--- src/rtl/ripple_count_monitor.sv ---
// ripple_count_monitor
//   Consumes the three outputs of a free-running ripple counter that runs
//   asynchronously to Clk. It produces a validated count free of ripple
//   glitches, a one-hot phase decode, step/wrap/skip pulses, and a wrap
//   counter with a sticky overflow flag.
//
// Ports
//   Clk      in   sampling clock; all state changes on the rising edge
//   nRst     in   asynchronous active-low reset
//   T0..T2   in   counter bits (T0 = LSB), asynchronous to Clk
//   Clr      in   synchronous clear of WrapCnt, Err and Ovf
//   Q        out  validated count {T2,T1,T0}
//   Valid    out  high once the first value has been accepted after reset
//   Phase    out  one-hot decode of Q while Valid, otherwise zero
//   Step     out  one-cycle pulse on a +1 (mod 8) change of Q
//   Wrap     out  one-cycle pulse on a 7->0 change of Q (Step is also high)
//   Skip     out  one-cycle pulse on any other change of Q
//   Err      out  sticky, set by Skip
//   WrapCnt  out  number of wraps modulo 2^WRAP_W
//   Ovf      out  sticky, set when WrapCnt rolls over to zero
module ripple_count_monitor #(
  parameter int SYNC_STAGES    = 2,
  parameter int STABLE_SAMPLES = 2,
  parameter int WRAP_W         = 8
) (
  input  logic              Clk,
  input  logic              nRst,
  input  logic              T0,
  input  logic              T1,
  input  logic              T2,
  input  logic              Clr,
  output logic [2:0]        Q,
  output logic              Valid,
  output logic [7:0]        Phase,
  output logic              Step,
  output logic              Wrap,
  output logic              Skip,
  output logic              Err,
  output logic [WRAP_W-1:0] WrapCnt,
  output logic              Ovf
);

  localparam int                CNT_W    = (STABLE_SAMPLES > 1) ? $clog2(STABLE_SAMPLES) : 1;
  localparam logic [CNT_W-1:0]  CNT_MAX  = CNT_W'(STABLE_SAMPLES - 1);
  localparam int                FILL_W   = $clog2(SYNC_STAGES + 1);
  localparam logic [FILL_W-1:0] FILL_MAX = FILL_W'(SYNC_STAGES);

  logic [2:0] t_raw;
  logic [2:0] s_val;

  assign t_raw = {T2, T1, T0};

  // Per-bit synchronizer chains; the last stage of each chain is S.
  genvar gi;
  generate
    for (gi = 0; gi < 3; gi++) begin : g_sync
      logic [SYNC_STAGES-1:0] chain_q;
      logic [SYNC_STAGES-1:0] chain_d;

      always_comb begin
        chain_d = {chain_q[SYNC_STAGES-2:0], t_raw[gi]};
      end

      always_ff @(posedge Clk or negedge nRst) begin
        if (!nRst) chain_q <= '0;
        else       chain_q <= chain_d;
      end

      assign s_val[gi] = chain_q[SYNC_STAGES-1];
    end
  endgenerate

  logic [FILL_W-1:0] fill_q, fill_d;
  logic [2:0]        c_q, c_d;
  logic              c_real_q, c_real_d;
  logic [CNT_W-1:0]  cnt_q, cnt_d;
  logic [2:0]        q_q, q_d;
  logic              valid_q, valid_d;
  logic              step_q, step_d;
  logic              wrap_q, wrap_d;
  logic              skip_q, skip_d;
  logic              err_q, err_d;
  logic [WRAP_W-1:0] wcnt_q, wcnt_d;
  logic              ovf_q, ovf_d;

  logic              s_real;
  logic              accept;
  logic [2:0]        q_plus1;

  always_comb begin
    fill_d   = fill_q;
    c_d      = c_q;
    c_real_d = c_real_q;
    cnt_d    = cnt_q;
    q_d      = q_q;
    valid_d  = valid_q;
    step_d   = 1'b0;
    wrap_d   = 1'b0;
    skip_d   = 1'b0;
    err_d    = err_q;
    wcnt_d   = wcnt_q;
    ovf_d    = ovf_q;
    accept   = 1'b0;
    q_plus1  = q_q + 3'd1;

    // The zeros left in the synchronizer by reset are not real samples.
    // S only carries a genuine sample once the chain has been filled, and
    // C only counts as genuine once it has been loaded from such an S, so
    // a reset-matching input value still sees the full acceptance latency.
    s_real = (fill_q == FILL_MAX);
    if (!s_real) fill_d = fill_q + FILL_W'(1);

    if (!c_real_q || (s_val != c_q)) begin
      c_d      = s_val;
      cnt_d    = '0;
      c_real_d = s_real;
    end else if (cnt_q != CNT_MAX) begin
      cnt_d = cnt_q + CNT_W'(1);
    end else if (!valid_q || (c_q != q_q)) begin
      accept = 1'b1;
    end

    if (accept) begin
      q_d     = c_q;
      valid_d = 1'b1;
      // The first value after reset is only adopted, never judged.
      if (valid_q) begin
        if (c_q == q_plus1) begin
          step_d = 1'b1;
          if (q_q == 3'd7) begin
            wrap_d = 1'b1;
            wcnt_d = wcnt_q + WRAP_W'(1);
            if (&wcnt_q) ovf_d = 1'b1;
          end
        end else begin
          skip_d = 1'b1;
          err_d  = 1'b1;
        end
      end
    end

    // Clear overrides any simultaneous count/flag update; pulses still go out.
    if (Clr) begin
      wcnt_d = '0;
      err_d  = 1'b0;
      ovf_d  = 1'b0;
    end
  end

  always_ff @(posedge Clk or negedge nRst) begin
    if (!nRst) begin
      fill_q   <= '0;
      c_q      <= '0;
      c_real_q <= 1'b0;
      cnt_q    <= '0;
      q_q      <= '0;
      valid_q  <= 1'b0;
      step_q   <= 1'b0;
      wrap_q   <= 1'b0;
      skip_q   <= 1'b0;
      err_q    <= 1'b0;
      wcnt_q   <= '0;
      ovf_q    <= 1'b0;
    end else begin
      fill_q   <= fill_d;
      c_q      <= c_d;
      c_real_q <= c_real_d;
      cnt_q    <= cnt_d;
      q_q      <= q_d;
      valid_q  <= valid_d;
      step_q   <= step_d;
      wrap_q   <= wrap_d;
      skip_q   <= skip_d;
      err_q    <= err_d;
      wcnt_q   <= wcnt_d;
      ovf_q    <= ovf_d;
    end
  end

  assign Q       = q_q;
  assign Valid   = valid_q;
  assign Phase   = valid_q ? (8'd1 << q_q) : 8'd0;
  assign Step    = step_q;
  assign Wrap    = wrap_q;
  assign Skip    = skip_q;
  assign Err     = err_q;
  assign WrapCnt = wcnt_q;
  assign Ovf     = ovf_q;

endmodule

--- config.mk ---
export PLATFORM = sky130hd
export DESIGN_NAME = ripple_count_monitor
export DESIGN_NICKNAME = d
export VERILOG_FILES = /design/src/rtl/ripple_count_monitor.sv
export SDC_FILE = /design/constraint.sdc
export NUM_CORES = 1
export LEC_CHECK = 0
export CAP_MARGIN = 10
export CORE_UTILIZATION = 54
export DETAILED_ROUTE_END_ITERATION = 12
export HOLD_SLACK_MARGIN = 0.08
export PLACE_DENSITY = 0.84
export SLEW_MARGIN = 20
export SYNTH_ARGS = -nofsm -noshare
export SYNTH_HDL_FRONTEND = slang
export SYNTH_SLANG_ARGS = --single-unit
--- constraint.sdc ---
create_clock -name Clk -period 5.61 [get_ports Clk]
set_clock_uncertainty 0.15 [all_clocks]
set_input_delay 0.8415 -clock Clk [delete_from_list [all_inputs] [get_ports Clk]]
set_output_delay 0.8415 -clock Clk [all_outputs]
set_load 0.02 [all_outputs]
==> impl_metrics.ini <==
[critical_path]
worst-setup-path-type = flop to primary output
start_kind = flop
r2r-start = c_q[2]$_DFFE_PN0P_
r2r_cells = 4
end_kind = primary output
cpPeakStageDelay_ns = 0.55
r2r_slack_ns = 3.15
required_ns = 4.62
cpMostUsedCell = ha_1
reg2reg_to = WrapCnt[4]$_DFFE_PN0P_
cp.arrival_ns = 1.98
crit_fanout = 8
slowest_stage = clkdlybuf4s50_1
path_cells = ha_1 -> ha_1 -> and2_2 -> clkdlybuf4s50_1

[flow_run]
cap_violations = 0

[global_routing]
grt_pass1_wl_mm = 4.54
grt_usage_pct = 22.9
grt_pass1_vias = 1050
antenna_found_initial = 0
overflow = 0
grt_max_degree = 31

[run_status]
outcome = completed

[cts]
post_cts.repair.setup_buffers = 0
clkTransAtPathRegs_ns = 0.09
holdBufCountCts = 0
cts_root_buffer = clkbuf_4
cts.sinks = 30
cts_resized = 0
insertion_delay_ns = 0.32
htree_levels = 2
cts_tree = yes
cts_buffers = 5
clock_path_buffers = 2

[routing]
vias = 1033
postRouteAntennaNets = 0
wl_per_cell_um = 14.2
avgViaCountPerCell = 5.44
drc = 0
wirelength_mm = 2.69
first_pass_iters = 4
dr.first_iter.drc_count = 21

[pwr]
power.leakage_nw = 0.828
clockPowerShare_pct = 28.7
seq_power_share_pct = 42.7
power_density_nw_per_um2 = 320
p_comb_share_pct = 28.6
p_sw_mw = 0.186
p_total_mw = 0.594
ir_drop_mv = 0.234
switching_share_pct = 31.3
p_int_mw = 0.408

[yosys]
synth_ff_type = dfrtp_1
synth.net_count = 142
yosysUniqueCellTypes = 32
ys_ff_latch = 30
syn-cell-area_um2 = 1470
yosysSeqAreaShare_pct = 51.1
syn-instance-count = 128
synth-edff-count = 0
ys.warnings.count = 0
syn_area_per_cell_um2 = 11.5
synthArstFlopShare_pct = 100

[final_layout]
drive_above_1_share_pct = 13.8
register_area_um2 = 751
fin_nets = 174
multi_input_area_um2 = 653
num_antenna_cells = 0
instances_no_fill = 190
final_area_um2 = 1850
syn2layout_area_growth_pct = 26.2
fillers = 187

[place]
portBuffers = 30
routabilityCongestion = 0.786
place_area_um2 = 1770
place_inst = 183
dpl.hpwl_mm = 1.97

[timing]
rsz0062_at_grt = false
setup_tns_ns = 0
period_needed_ns = 2.97
tightest_slew_ns = 0.871
hold_violations = 0
relSlewSlack_pct = 41.5
fmax_mhz = 336
drv_slew = 0
finalSetupViolations = 0
post-route-period-util_pct = 53.0

[worst_hold_path]
min_path_cells = 0
min_from = g_sync[0].chain_q[0]$_DFF_PN0_
holdPathEnd = g_sync[0].chain_q[1]$_DFF_PN0_
hold_class = flop to flop

[floorplanning]
die_h_um = 54.2
rows = 18
ios = 31
coreArea_um2 = 2520
dieArea_um2 = 2930
die_w_um = 54.2
start_util_pct = 58.2
registers in the layout, summed over array words and instances, names as in the netlist:
signal          cells
c_real_q            1
g_sync.chain_q      6
WrapCnt             8
Q                   3
Err                 1
Skip                1
Valid               1
Wrap                1
Step                1
cnt_q               1
c_q                 3
fill_q              2
Ovf                 1
kinds of logic after synthesis:
logic type / count (synthesis) / synth area share, %
compound gates: 4 / 2.38
fa+ha+maj: 8 / 6.81
mux: 11 / 8.52
simple gates: 54 / 21.4
flops: 30 / 51.1
buf+inv: 12 / 4.43
xor+xnor: 9 / 5.37
area by class of cell:
cell class | instances | area share, %
clock buffer | 6 | 2.77
clock inverter | 1 | 1.62
inverter | 6 | 1.22
multi-input combinational | 86 | 35.2
sequential | 30 | 40.5
tap | 30 | 2.03
timing repair buffer | 31 | 16.6
placed cells by master (no fill, tap or decap), drive strengths merged, types with 2 or more instances in the layout:
cell	instances
and2	4
and3	6
clkbuf	6
clkdlybuf4s50	30
dfrtp	30
ha	8
inv	6
mux2	9
mux2i	2
nand2	11
nand3	3
nand4	2
nor2	8
nor2b	5
nor3	2
nor4	7
or2	2
xnor2	6
xor2	3
metal layers:
metal,vias up,track usage [%],routed length (um),share of wire (%)
met3,6,7.06,162,6.0
met4,0,7.69,44,1.6
met2,31,41.5,1360,50
li1,503,-,-,-
met5,-,0,0,0
met1,493,24.9,1130,42
cell usage after synthesis, types with 3 or more instances:
cell type | number | area share [%]
clkbuf_1 | 3 | 0.77
and2_1 | 3 | 1.3
xnor2_1 | 6 | 3.6
nor2b_1 | 5 | 2.1
nand2_1 | 10 | 2.6
inv_1 | 6 | 1.5
ha_1 | 8 | 6.8
dfrtp_1 | 30 | 51
nor4_1 | 7 | 3.0
xor2_1 | 3 | 1.8
nand3_1 | 3 | 1.0
nor2_1 | 8 | 2.0
and3_1 | 6 | 2.6
mux2_2 | 6 | 4.6
worst max-delay path, delay by kind of cell, from the launching register on:
family	cells	cell delay [ns]
buffers and inverters	1	0.55
flip-flops	1	0.45
adder cells (fa/ha/maj)	2	0.42
AND/OR/NAND/NOR	1	0.24
power by group through the flow:
| stage | clock [mW] | sequential, mW | combinational [mW] |
|---|---|---|---|
| CTS | 0.175 | 0.254 | 0.172 |
| finish | 0.171 | 0.253 | 0.170 |
| floorplan | 0 | 0.267 | 0.0930 |
| global route | 0.185 | 0.257 | 0.189 |
| global placement | 0 | 0.256 | 0.165 |
| detailed placement | 0 | 0.258 | 0.171 |
through the flow:
step,hold WS (ns),setup slack [ns],util [%]
5_1_grt,0.210,2.50,73.5
3_3_place_gp,0.182,3.01,70.2
4_1_cts,0.204,2.63,73.5
6_report,0.203,2.64,73.5
3_5_place_dp,0.185,2.98,70.2
2_1_floorplan,0.181,3.33,-
worst max-delay path by stage:
stage	startpoint	end	slack, ns	depth (start not counted)
global route	Q[0]$_DFFE_PN0P_	Phase[7]	2.50	4
finish	Q[0]$_DFFE_PN0P_	Phase[7]	2.64	4
CTS	Q[0]$_DFFE_PN0P_	Phase[7]	2.63	4
floorplan	Q[0]$_DFFE_PN0P_	WrapCnt[0]$_DFFE_PN0P_	3.33	6
detailed placement	Q[0]$_DFFE_PN0P_	Phase[7]	2.98	4
global placement	Q[0]$_DFFE_PN0P_	Phase[7]	3.01	4
Power figures use the tool's default switching activity.
